### src/rtl/fp_arbiter_cell.sv
`default_nettype none
// ============================================================================
// Module   : fp_arbiter_cell
// Purpose  : One bit-slice of a ripple fixed-priority arbiter. The priority
//            carry enters on Cin from the next higher-priority cell and
//            leaves on Cout toward the next lower-priority cell. The first
//            requesting cell that sees the carry takes the grant and kills
//            the carry below it. A registered grant copy and a saturating
//            grant-cycle counter feed the statistics path.
// Ports    : Cout       - out, carry to next lower-priority cell
//            Grant      - out, combinational grant (r & Cin)
//            r          - in,  request from this cell's requester
//            Cin        - in,  carry from next higher-priority cell
//            clk        - in,  system clock (registered outputs only)
//            reset      - in,  asynchronous active-high reset
//            GrantQ     - out, Grant registered on rising clk
//            GrantCount - out, saturating count of edges with Grant = 1
// Revision : 1.0 - initial release
// ============================================================================
module fp_arbiter_cell #(
  parameter int COUNT_W = 16
) (
  output logic               Cout,
  output logic               Grant,
  input  logic               r,
  input  logic               Cin,
  input  logic               clk,
  input  logic               reset,
  output logic               GrantQ,
  output logic [COUNT_W-1:0] GrantCount
);

  localparam logic [COUNT_W-1:0] COUNT_MAX = {COUNT_W{1'b1}};
  localparam logic [COUNT_W-1:0] COUNT_ONE = {{(COUNT_W-1){1'b0}}, 1'b1};

  logic               grant_q;
  logic               grant_d;
  logic [COUNT_W-1:0] count_q;
  logic [COUNT_W-1:0] count_d;

  // Pure carry logic: no masking, so an X on r or Cin reaches the outputs.
  assign Grant = r & Cin;
  assign Cout  = ~r & Cin;

  always_comb begin
    grant_d = Grant;
    count_d = count_q;
    // Counter holds once saturated instead of wrapping to zero.
    if (Grant && (count_q != COUNT_MAX)) begin
      count_d = count_q + COUNT_ONE;
    end
  end

  always_ff @(posedge clk or posedge reset) begin
    if (reset) begin
      grant_q <= 1'b0;
      count_q <= '0;
    end else begin
      grant_q <= grant_d;
      count_q <= count_d;
    end
  end

  assign GrantQ     = grant_q;
  assign GrantCount = count_q;

endmodule
`default_nettype wire

### config.mk
export PLATFORM = sky130hd
export DESIGN_NAME = fp_arbiter_cell
export DESIGN_NICKNAME = d
export VERILOG_FILES = /design/src/rtl/fp_arbiter_cell.sv
export SDC_FILE = /design/constraint.sdc
export NUM_CORES = 1
export LEC_CHECK = 0
export CORE_MARGIN = 1
export CORE_UTILIZATION = 46
export DETAILED_ROUTE_END_ITERATION = 8
export GPL_TIMING_DRIVEN = 0
export PLACE_DENSITY_LB_ADDON = 0.08
export SYNTH_ARGS = -nofsm -noshare
export SYNTH_HDL_FRONTEND = slang
export SYNTH_SLANG_ARGS = --single-unit
### constraint.sdc
create_clock -name clk -period 2 [get_ports clk]
set_input_delay 0.2 -clock clk [delete_from_list [all_inputs] [get_ports clk]]
set_output_delay 0.2 -clock clk [all_outputs]
set_load 0.05 [all_outputs]
==> Word level (Yosys, flattened, before mapping) <==
Cells that the tools add are included.
{ "classes": {"n_eq_ne": 1, "bitwise": 3, "n_addsub": 1, "reduce_logical": 1} }
{ "op_table": {"columns": ["op", "n"], "rows": [
  ["16-bit by 1-bit adder with 16-bit output, second input constant", 1],
  ["16-bit != test, second input constant", 1],
  ["1-bit bitwise AND", 2],
  ["1-bit logical AND", 1],
  ["1-bit inverter", 1]
]} }
{ "word_totals": {"input_bits": 4, "ff_bits": 17, "out_inout_bits": 19, "word_cells": 8} }

==> Logic depth before layout (Yosys ltp) <==
Gate-level depths: netlist (run 1).
{ "depth": {"depth_word": 2, "ltp_mapped": 5, "mapped_depth_nobuf": 5} }

==> Worst setup path before layout (run 1) <==
OpenSTA, ideal clock, no wires.
{ "synth_path": {"kind": "reg-to-reg", "start": "register count_q[3], in the netlist GrantCount[3]", "end": "register count_q[15], in the netlist GrantCount[15]", "t_required_ns": 1.875, "path_buffers": 0, "stages_incl_launch_ff": 5, "setup_ns": 0.125, "setup_slack_ns": -0.005, "arrival_ns": 1.880, "synth_period_minus_slack_ns": 2.005, "path_cell_list": "dfrtp_1 > nand3_2 > or3_4 > nor4_2 > mux2_2"} }
{ "synth_between": {"elab_chain_len": 2, "word_cells_on_any_way": 3, "cone_classes": "1 x add/sub; 1 x eq/ne; 1 x reduce/logical"} }
{ "synth_lines": {"columns": ["element", "line_no", "source"], "rows": [
  ["from (decl)", "38", "logic [COUNT_W-1:0] count_q;"],
  ["from (signal assigned)", "60", "count_q <= count_d;"],
  ["parallel branches: the longest is 2 deep, another holds 16-bit by 1-bit adder with 16-bit output", null, null]
]} }
Several ways; the timed one is not identified.
A chain may end at the register's enable or synchronous reset.

==> Final worst setup path (run 1) <==
{ "layout_path": {"start": "input r", "end": "output Grant"} }
{ "layout_between": {"elab_chain_len": 1} }
{ "layout_lines": {"columns": ["element", "line_no", "source"], "rows": [
  ["from (decl)", "25", "input logic r,"],
  ["1-bit bitwise AND", "42", "assign Grant = r & Cin;"],
  ["to (decl)", "24", "output logic Grant,"]
]} }
Every way passes these cells.

==> results.json, run 1 <==
{
  "cts_tree": "done",
  "crit_buf_inv": 3,
  "synth.distinct_cells": 22,
  "crit_path_top_delay_cell": "clkdlybuf4s50_1",
  "cts_buffers": 3,
  "clk_path_buf_depth": 2,
  "synth.yosys.warnings": 0,
  "start_util_pct": 51.81,
  "synthSimpleGateAreaFrac_pct": 27.27,
  "drt-initial-drc-count": 6,
  "firstDrtPassIters": 4,
  "drive_gt1_share_pct": 10.68,
  "grt-ovfl-total": 0,
  "portBuffers": 22,
  "die_x_microns": 44.37,
  "leakage_nw": 0.4600,
  "placedCellCount": 123,
  "synth_seq_cells": 17,
  "required_ns": 1.80,
  "grt_pass1_vias": 577,
  "start_kind": "input pin",
  "setup_viol": 0,
  "synth_area_leader_cell": "dfrtp_1",
  "max_cap_viol_count": 0,
  "synth-xor-area-share_pct": 13.79,
  "cp.arrival_ns": 1.72,
  "antenna_cells": 0,
  "synth.area.mux_share_pct": 2.727,
  "grtUsageTotal_pct": 16.62,
  "root_buffer": "clkbuf_4",
  "drc": 0,
  "worstPathCellList": "clkdlybuf4s50_1 -> nand2_1 -> inv_1 -> clkdlybuf4s50_1",
  "avgRoutedWirePerCell_microns": 12.54,
  "grt_util_met3_pct": 2.449,
  "crit_family": "buffers and inverters",
  "post_synth.cell_area_avg_sq_um": 10.72,
  "dp_hpwl_microns": 1150,
  "finalCritPeriodShare_pct": 96.14,
  "insertion_delay_ns": 0.29,
  "vias_per_cell": 5.315,
  "crit_path_end_kind": "primary output",
  "tightest_slew_ns": 0.6484,
  "skew_ns": 0.001731,
  "hold_path.class": "in -> async",
  "gp_congestion": 0.7568,
  "gr-usage-met2_pct": 26.47,
  "synth_top_area_share_pct": 51.52,
  "row_count": 14,
  "slew_violations": 0,
  "fin_cells": 127,
  "busiest_layer": "met2",
  "grt_antenna_before_repair": 0,
  "design.core.area_sq_um": 1594,
  "die_h_microns": 44.37,
  "grt_max_degree": 18,
  "fin_crit_ns": 1.923,
  "slowest_delay_ns": 0.80,
  "netlist_instances": 77,
  "io_pins": 23,
  "synth-compound-area-share_pct": 1.818,
  "cts.clk_slew.worst_paths_ns": 0.10,
  "yosysSeqAreaShare_pct": 51.52,
  "grt_setup_unrepaired": "no",
  "ant_nets": 0,
  "path_common_cell": "clkdlybuf4s50_1",
  "synthTopCellsByArea": "dfrtp_1 (52%), xor2_1 (8.5%), nand4_1 (5.3%)",
  "hold_viol": 0,
  "grt_pass1_wl_microns": 2401,
  "fin_tns_setup_ns": 0,
  "htreeDepth": 1,
  "critPathKind": "in -> out",
  "max_freq_mhz": 520.1,
  "layout.nets": 109,
  "p_per_area_nw_per_um2": 1082,
  "syn_to_final_growth_pct": 33.64,
  "fillers": 129,
  "vias": 675,
  "post_cts_resize_count": 0,
  "synthesis.area_sq_um": 825.8,
  "cp_max_fo": 4,
  "syn-num-nets": 82,
  "routed_wl_microns": 1593,
  "die_area_sq_um": 1969,
  "postCtsSetupBuffers": 0,
  "cts_hold_buffers": 0,
  "met1_usage_pct": 21.73,
  "synth_top_family_by_area": "simple AND/OR/NAND/NOR gates",
  "synth-adder-area-share_pct": 1.515,
  "hold_slack_ns": 0.2844,
  "slew_headroom_pct": 56.73,
  "status": "completed",
  "max-vdd-ir-drop_mv": 0.9799,
  "cts.sinks": 17
}
-- cell type report --
type                            instances  area (sq um)  share of cell area (%)
Tap cell                               24         30.03                   2.721
Timing Repair Buffer                   22         220.2                   19.95
Clock buffer                            4         26.28                   2.381
Sequential cell                        17         426.7                   38.66
Inverter                                3         11.26                   1.020
Multi-Input combinational cell         57         389.1                   35.26
-- layer usage --
layer  vias to the layer above  wire length, microns
met5                         -                     0
met4                         0                    22
met3                         4                    67
met2                        15                   779
met1                       330                   723
li1                        326                     -
-- cell families after synthesis --
| group | count (synthesis) |
|---|---|
| AOI/OAI and AO/OA | 3 |
| buffers and inverters | 3 |
| muxes | 2 |
| and+or+nand+nor | 38 |
| adders and majority gates | 1 |
| DFF | 17 |
| xor gates and xnor gates | 13 |
-- cell usage in the layout (no fill, tap or decap), types with 2 or more instances in the layout --
cell / count
nand2_1: 4
xnor2_1: 5
a21oi_1: 2
nand4_1: 7
clkbuf_4: 3
inv_1: 3
clkdlybuf4s50_1: 22
xor2_1: 8
dfrtp_1: 16
nor4_1: 2
nor2_1: 6
nand3_1: 6
mux2_2: 2
nor3_1: 3
nor3b_1: 2
nor4_2: 2
-- state kept, by name, indices dropped and copies added, names as in the netlist --
signal and count:
GrantCount 16, GrantQ 1
-- stage by stage --
stage	util, %	power, mW	area (sq um)	worst slack (ns)
finish	69.23	1.194	1104	0.07715
global route	69.23	1.236	1104	0.03141
CTS	69.23	1.209	1104	0.08239
detailed placement	67.58	1.018	1077	-0.01672
global placement	67.58	1.006	1077	-0.009009
floorplan	-	0.8373	827.0	0.02028
-- worst register-to-register path, stage by stage, from the launching register on --
cell	delay (ns)
dfrtp_1	0.43
nand3_2	0.14
or3_4	0.42
nor4_2	0.29
mux2_2	0.36
-- synth_stat cells --
library cell,instances
or2_2,1
xnor2_1,5
nor2b_1,1
nor2_1,6
ha_1,1
nand4_1,7
or3_4,1
nand2_1,4
xor2_1,8
nor3_1,3
nor4_2,2
or3_1,1
mux2_2,2
nand3_1,6
nand3_2,1
a21oi_1,2
o21ai_0,1
nor3b_1,2
inv_1,3
nor4_1,2
and3_1,1
dfrtp_1,17
-- path summary, 6_finish.rpt --
path | start | end | slack, ns | cells after the start
max | r | Grant | 0.08 | 4
min | reset | GrantCount[0] | 0.28 | 2
max reg2reg | GrantCount[4] | GrantCount[15] | 0.26 | 4
min reg2reg | GrantCount[0] | GrantCount[0] | 0.53 | 1
max in group asynchronous | reset | GrantCount[3] | 1.27 | 2
min in group clk | GrantCount[0] | GrantCount[0] | 0.53 | 1
-- power breakdown --
group          internal [mW]  switching (mW)  total, mW
Combinational          0.178           0.331      0.509
Clock                 0.0776           0.110      0.187
Sequential             0.413          0.0853      0.498
Total                  0.668           0.526       1.19
Note: power is estimated with default switching activity, not from simulation.
==> inputs of run 2 (changes only) <==
Settings changed: SKIP_LAST_GASP from default to 1.
==> results of run 2 <==
Same layout as run 1: the final DEF is identical, and so are final timing and power.
